<file path="config.mk">
export PLATFORM = sky130hd
export DESIGN_NAME = ldtu_hamm_ofifo_reader
export DESIGN_NICKNAME = d
export VERILOG_FILES = /design/src/rtl/ldtu_hamm_ofifo_reader.sv
export SDC_FILE = /design/constraint.sdc
export NUM_CORES = 1
export LEC_CHECK = 0
export CAP_MARGIN = 20
export CORE_ASPECT_RATIO = 1.4
export CORE_MARGIN = 8
export CORE_UTILIZATION = 54
export CTS_CLUSTER_SIZE = 24
export DETAILED_ROUTE_END_ITERATION = 7
export MAX_ROUTING_LAYER = met4
export PLACE_DENSITY = 0.81
export SYNTH_ARGS = -nofsm -noshare
export SYNTH_HDL_FRONTEND = slang
export SYNTH_SLANG_ARGS = --single-unit
</file>
<file path="constraint.sdc">
create_clock -name CLK -period 2.3 [get_ports CLK]
set_clock_uncertainty 0.1 [all_clocks]
set_input_delay 0.46 -clock CLK [delete_from_list [all_inputs] [get_ports CLK]]
set_output_delay 0.46 -clock CLK [all_outputs]
set_load 0.02 [all_outputs]
</file>
<file path="src/rtl/ldtu_hamm_ofifo_reader.sv">
// Read side of the Hamming-protected output FIFO: fetches 38-bit codewords,
// corrects single-bit errors and hands 32-bit words to the serializer.
// Ports: CLK, reset_ (async, active-low), enable, fifo_empty/fifo_rd/
//   fifo_valid/fifo_data (FIFO read port), dout/dout_valid/dout_ready/
//   dout_corrected/dout_uncorr (output stream), err_corr_cnt/err_uncorr_cnt,
//   cnt_clear (counter control).
// Build option: LDTU_HAMM_RDR_CNT_EN enables the saturating error counters;
//   without it the counters read 0 and cnt_clear is ignored.
module ldtu_hamm_ofifo_reader #(
  parameter int NBITS_HAM  = 38,
  parameter int NBITS_DATA = 32,
  parameter int NPAR       = 6,
  parameter int OBUF_DEPTH = 2,
  parameter int CNT_W      = 8
) (
  input  logic                  CLK,
  input  logic                  reset_,
  input  logic                  enable,
  input  logic                  fifo_empty,
  output logic                  fifo_rd,
  input  logic                  fifo_valid,
  input  logic [NBITS_HAM-1:0]  fifo_data,
  output logic [NBITS_DATA-1:0] dout,
  output logic                  dout_valid,
  input  logic                  dout_ready,
  output logic                  dout_corrected,
  output logic                  dout_uncorr,
  output logic [CNT_W-1:0]      err_corr_cnt,
  output logic [CNT_W-1:0]      err_uncorr_cnt,
  input  logic                  cnt_clear
);

  localparam int PW = (OBUF_DEPTH > 1) ? $clog2(OBUF_DEPTH) : 1;
  localparam int CW = $clog2(OBUF_DEPTH + 1);
  localparam logic [CW-1:0] DEPTH_C = CW'(OBUF_DEPTH);
  localparam logic [PW-1:0] LAST_C  = PW'(OBUF_DEPTH - 1);

  typedef enum logic [1:0] {
    IDLE,
    RUN,
    DRAIN
  } state_e;

  state_e state_q;

  logic [CW-1:0] pend_q, pend_d;
  logic          rd_q;

  logic                 s1_v_q;
  logic [NBITS_HAM-1:0] cw_q;
  logic [NPAR-1:0]      syn_q, syn_d;

  logic [NBITS_HAM-1:0]  fixed;
  logic [NBITS_DATA-1:0] dec_data;
  logic                  dec_corr;
  logic                  dec_unc;

  logic [NBITS_DATA-1:0] data_q [OBUF_DEPTH];
  logic                  corr_q [OBUF_DEPTH];
  logic                  unc_q  [OBUF_DEPTH];
  logic [PW-1:0]         wp_q, rp_q;
  logic [CW-1:0]         cnt_q;

  logic accept;
  logic refused;
  logic push;
  logic pop;

  function automatic logic [PW-1:0] inc_ptr(input logic [PW-1:0] p);
    return (p == LAST_C) ? '0 : p + PW'(1);
  endfunction

  // pend_q counts reads issued but not yet popped, which bounds
  // the buffer occupancy and keeps it from overflowing.
  assign fifo_rd = (state_q == RUN) & ~fifo_empty
                 & (pend_q < DEPTH_C);

  // Only the strobe answering our own read is taken.
  assign accept  = fifo_valid & rd_q;
  assign refused = rd_q & ~fifo_valid;
  assign push    = s1_v_q;
  assign pop     = dout_valid & dout_ready;

  assign pend_d = pend_q + CW'(fifo_rd)
                - CW'(pop) - CW'(refused);

  always_comb begin
    syn_d = '0;
    for (int j = 0; j < NPAR; j++) begin
      for (int i = 0; i < NBITS_HAM; i++) begin
        if ((((i + 1) >> j) & 1) != 0) begin
          syn_d[j] = syn_d[j] ^ fifo_data[i];
        end
      end
    end
  end

  always_comb begin : dec
    int k;
    fixed    = cw_q;
    dec_corr = 1'b0;
    dec_unc  = 1'b0;
    dec_data = '0;
    k        = 0;
    if (syn_q != '0) begin
      if (int'(syn_q) <= NBITS_HAM) dec_corr = 1'b1;
      else                          dec_unc  = 1'b1;
    end
    for (int i = 0; i < NBITS_HAM; i++) begin
      if (dec_corr && (int'(syn_q) == i + 1)) begin
        fixed[i] = ~fixed[i];
      end
    end
    // Data bits live at the non-power-of-2 positions.
    for (int p = 1; p <= NBITS_HAM; p++) begin
      if ((p & (p - 1)) != 0) begin
        dec_data[k] = fixed[p-1];
        k = k + 1;
      end
    end
  end

  always_ff @(posedge CLK or negedge reset_) begin
    if (!reset_) begin
      state_q <= IDLE;
      pend_q  <= '0;
      rd_q    <= 1'b0;
      s1_v_q  <= 1'b0;
      cw_q    <= '0;
      syn_q   <= '0;
      wp_q    <= '0;
      rp_q    <= '0;
      cnt_q   <= '0;
      for (int i = 0; i < OBUF_DEPTH; i++) begin
        data_q[i] <= '0;
        corr_q[i] <= 1'b0;
        unc_q[i]  <= 1'b0;
      end
    end else begin
      case (state_q)
        IDLE:    if (enable) state_q <= RUN;
        RUN:     if (!enable) state_q <= DRAIN;
        DRAIN: begin
          if (enable)              state_q <= RUN;
          else if (pend_q == '0)   state_q <= IDLE;
        end
        default: state_q <= IDLE;
      endcase
      pend_q <= pend_d;
      rd_q   <= fifo_rd;
      s1_v_q <= accept;
      if (accept) begin
        cw_q  <= fifo_data;
        syn_q <= syn_d;
      end
      if (push) begin
        data_q[wp_q] <= dec_data;
        corr_q[wp_q] <= dec_corr;
        unc_q[wp_q]  <= dec_unc;
        wp_q         <= inc_ptr(wp_q);
      end
      if (pop) rp_q <= inc_ptr(rp_q);
      cnt_q <= cnt_q + CW'(push) - CW'(pop);
    end
  end

  assign dout_valid     = (cnt_q != '0);
  assign dout           = data_q[rp_q];
  assign dout_corrected = corr_q[rp_q];
  assign dout_uncorr    = unc_q[rp_q];

`ifdef LDTU_HAMM_RDR_CNT_EN
  logic [CNT_W-1:0] ccnt_q, ucnt_q;

  always_ff @(posedge CLK or negedge reset_) begin
    if (!reset_) begin
      ccnt_q <= '0;
      ucnt_q <= '0;
    end else if (cnt_clear) begin
      ccnt_q <= '0;
      ucnt_q <= '0;
    end else begin
      if (push && dec_corr && (ccnt_q != '1)) begin
        ccnt_q <= ccnt_q + CNT_W'(1);
      end
      if (push && dec_unc && (ucnt_q != '1)) begin
        ucnt_q <= ucnt_q + CNT_W'(1);
      end
    end
  end

  assign err_corr_cnt   = ccnt_q;
  assign err_uncorr_cnt = ucnt_q;
`else
  logic unused_cnt_clear;
  assign unused_cnt_clear = cnt_clear;
  assign err_corr_cnt     = '0;
  assign err_uncorr_cnt   = '0;
`endif

endmodule
</file>
==> impl_results.md <==
* Total wire length at 14400 um
* F_max at between 400 and 500 MHz
* WS Path Type: flop to output pin
* Critical path capture point type: output pin
* Synth area leaders: dfrtp_1, mux2_2, xnor2_1
* Placed cells at around 770
* Via count at 4205
* Row count at 45
* Setup WS post-layout at approximately 0.024 ns
* Fraction of registers with async set/reset at 100%
* Layout Nets at 698
* DP HPWL at 10500 um
* Status: finished clean
* Grt ovf at 0
* Sequential area share after synthesis at 49.3%
* Initial Utilization at a little over half
* DRT Pass-1 Iters at 4
* Synth Area in Simple Gates at about 9.8%
* Clk sinks at 116
* CP startpoint kind: flop
* Post-synthesis xor/xnor area fraction at approximately 16%
* Final count of hold timing violations at 0
* Diodes inserted at 0
* Initial antenna violation count at 0
* Post-synth EDFFs at 0
* Total track usage at roughly a fifth
* Post-route design area at ~7600 sq um
* Slew margin rel. at 57.7%
* Root Driver: clkbuf_16
* Mux share of post-synthesis cell area at between 10% and 20%
* DP Worst Slack at -0.273 ns
* Most used DFF post-synth: dfrtp_1
* Complex-gate fraction of the synthesized area at ~6.7%
* Mean Syn Cell Area at between 10 and 15 sq um
* Die area at 14500 sq um
* Clk Latency, worst-skew pair at 0.41 ns
* Max-Cap Viols at 0
* Synth Area in Adders at 0.978%
* Syn. warnings at 0
* Fill cell count at slightly below 800
* Final std cells w/o fill at about 800
* Die Y-Extent at 140 um
* Die Wd at roughly 100 um
* Worst-Margin Slew at between 0.6 and 0.7 ns
* Leak at 3.51 nW
* Critical Path RT at roughly 1.7 ns
* DR WL/cell at between 15 and 20 um
* CTS max path bufs at 2
* Post-synth top area cell: dfrtp_1
* CP arrival at around 1.7 ns
* Fin crit period at approximately 2.3 ns
* Placed Area at about 7000 sq um
* RSZ-0062 raised after global routing: false
* Pwr/cell area at between 1000 and 1500 nW/um^2
* Number of remaining DRC errors at 0
* Layout cells sized above 1 at 21.9%
* Io pins at between 90 and 100
* Global-route wire length before repair at around 23000 um
* #FFs+latches synth at approximately 120
* Post-synth cell types at 31
* Final worst-path cycle share at ~100%
* Yosys top cell area share at 49.3%
* Max rail drop VDD at 0.772 mV
* Setup Viol. Count Final at 0
* CTS Buf Count at 17
* Post-synthesis cell area at just under 6000 sq um
* Main combinational cell family by area after synthesis: XOR/XNOR gates
* CTS tree: yes
* Vias/cell at approximately 5.2
* Final Max Tran Viols at 0
* CTS clk-pin slew, worst paths at 0.05 ns
* Core area at between 10000 and 15000 sq um
* Final ANT Viol Nets at 0
* Postcts setup bufs at 0
* Port bufs at 79
* Iteration-0 DRC Markers at between 200 and 250
* Critical path peak fanout at 17
* Worst Hold Class: flop to flop
* Htree depth at 4
* Largest net degree at the start of global routing at slightly above 40
* Vias in the first global route at 4483
* GP Congestion at 0.969
* Area growth syn-to-layout at 29.8%
* Post-Synthesis Cells at 542
-- synth_stat cells (all sizes together) (3+ instances only) --
master / count
dfrtp: 116
nand2: 93
o21ai: 73
mux2: 67
xnor2: 47
xor2: 37
clkbuf: 24
buf: 21
nand3: 11
xnor3: 9
nand4: 8
nor2b: 6
inv: 5
nor2: 5
and2: 4
ha: 3
nand2b: 3
-- worst paths after layout --
| path | slack (ns) | depth (start not counted) | end | from |
|---|---|---|---|---|
| worst max-delay path | 0.02 | 3 | dout[11] | rp_q$_DFFE_PN0P_ |
| worst min-delay path | 0.36 | 1 | cnt_q[1]$_DFF_PN0_ | cnt_q[1]$_DFF_PN0_ |
| worst max register to register | 0.33 | 5 | data_q[30]$_DFFE_PN0P_ | syn_q[2]$_DFFE_PN0P_ |
| worst min register to register | 0.36 | 1 | cnt_q[1]$_DFF_PN0_ | cnt_q[1]$_DFF_PN0_ |
| max in group asynchronous | 1.04 | 3 | wp_q$_DFFE_PN0P_ | reset_ |
| min in group asynchronous | 0.48 | 2 | data_q[60]$_DFFE_PN0P_ | reset_ |
-- flip-flops by register name, indices dropped and copies added (netlist names) --
register and count:
cnt_q 2, syn_q 6, unc_q 2, push 1
corr_q 2, data_q 64, rd_q 1, cw_q 32
pend_q 2, rp_q 1, state_q 2, wp_q 1
-- metal layers --
| metal | vias to the layer above | track usage, % | wire (um) |
|---|---|---|---|
| met5 | - | - | 0 |
| met4 | 0 | 8.26 | 350 |
| met3 | 26 | 5.22 | 621 |
| met2 | 118 | 36.1 | 7860 |
| met1 | 2067 | 21.8 | 5540 |
| li1 | 1994 | - | - |
-- what timing repair did --
action | 4_1_cts | 5_1_grt
endpoints found under the hold margin | 37 | 0
cloned | 0 | 1
setup endpoints to repair | 35 | 32
gates resized for setup | 39 | 10
hold buffers | 1 | 0
-- critical path: stages (launching register included) --
cell             delay (ns)
dfrtp_2                0.42
clkbuf_16              0.21
mux2_2                 0.37
clkdlybuf4s15_1        0.31
-- stage by stage --
stage / hold slack (ns) / TNS [ns] / util (%) / power (mW)
after floorplan: 0.0644 / 0 / - / 6.26
after global placement: 0.354 / -0.671 / 65.4 / 7.77
after detailed placement: 0.359 / -0.855 / 65.4 / 7.98
after CTS: 0.370 / 0 / 70.8 / 10.5
after global routing: 0.395 / 0 / 71.1 / 11.1
final: 0.363 / 0 / 71.1 / 10.5
-- cells by family after synthesis --
| family | after synthesis |
|---|---|
| XOR/XNOR | 93 |
| buffers and inverters | 50 |
| AO/OA/AOI/OAI | 77 |
| AND/OR/NAND/NOR | 134 |
| flip-flops | 116 |
| multiplexers | 67 |
| other | 1 |
| adder cells (fa/ha/maj) | 4 |
-- layout make-up --
type / count / area, sq um / share of cell area, %
Clock buffer: 21 / 480 / 6.29
Clock inverter: 10 / 129 / 1.69
Inverter: 5 / 18.8 / 0.246
Multi-Input combinational cell: 391 / 2800 / 36.7
Sequential cell: 116 / 2900 / 38.0
Tap cell: 141 / 176 / 2.31
Timing Repair Buffer: 118 / 1130 / 14.8
-- cell usage in the layout, fill, tap and decap left out, types with 2 or more instances in the layout --
master,count
mux2_2,67
o21ai_0,24
nand2b_1,2
nand4_1,8
conb_1,16
o21ai_1,49
clkbuf_16,18
nor2_1,5
ha_1,3
clkdlybuf4s50_1,43
inv_1,5
clkbuf_8,4
xor2_1,37
and2_1,4
nand3_1,11
xnor3_1,8
bufinv_16,3
dlygate4sd2_1,23
nor2b_1,6
clkinv_2,6
nand2_1,92
clkdlybuf4s15_1,11
buf_12,5
dfrtp_1,115
xnor2_1,46
buf_4,33
-- power by group --
| group | leakage, nW | internal (mW) | total, mW | switching, mW |
|---|---|---|---|---|
| registers | 1.47 | 2.98 | 3.71 | 0.732 |
| clock network | 0.308 | 1.80 | 2.67 | 0.871 |
| logic | 1.73 | 1.96 | 4.12 | 2.16 |
Power figures use the tool's default switching activity.
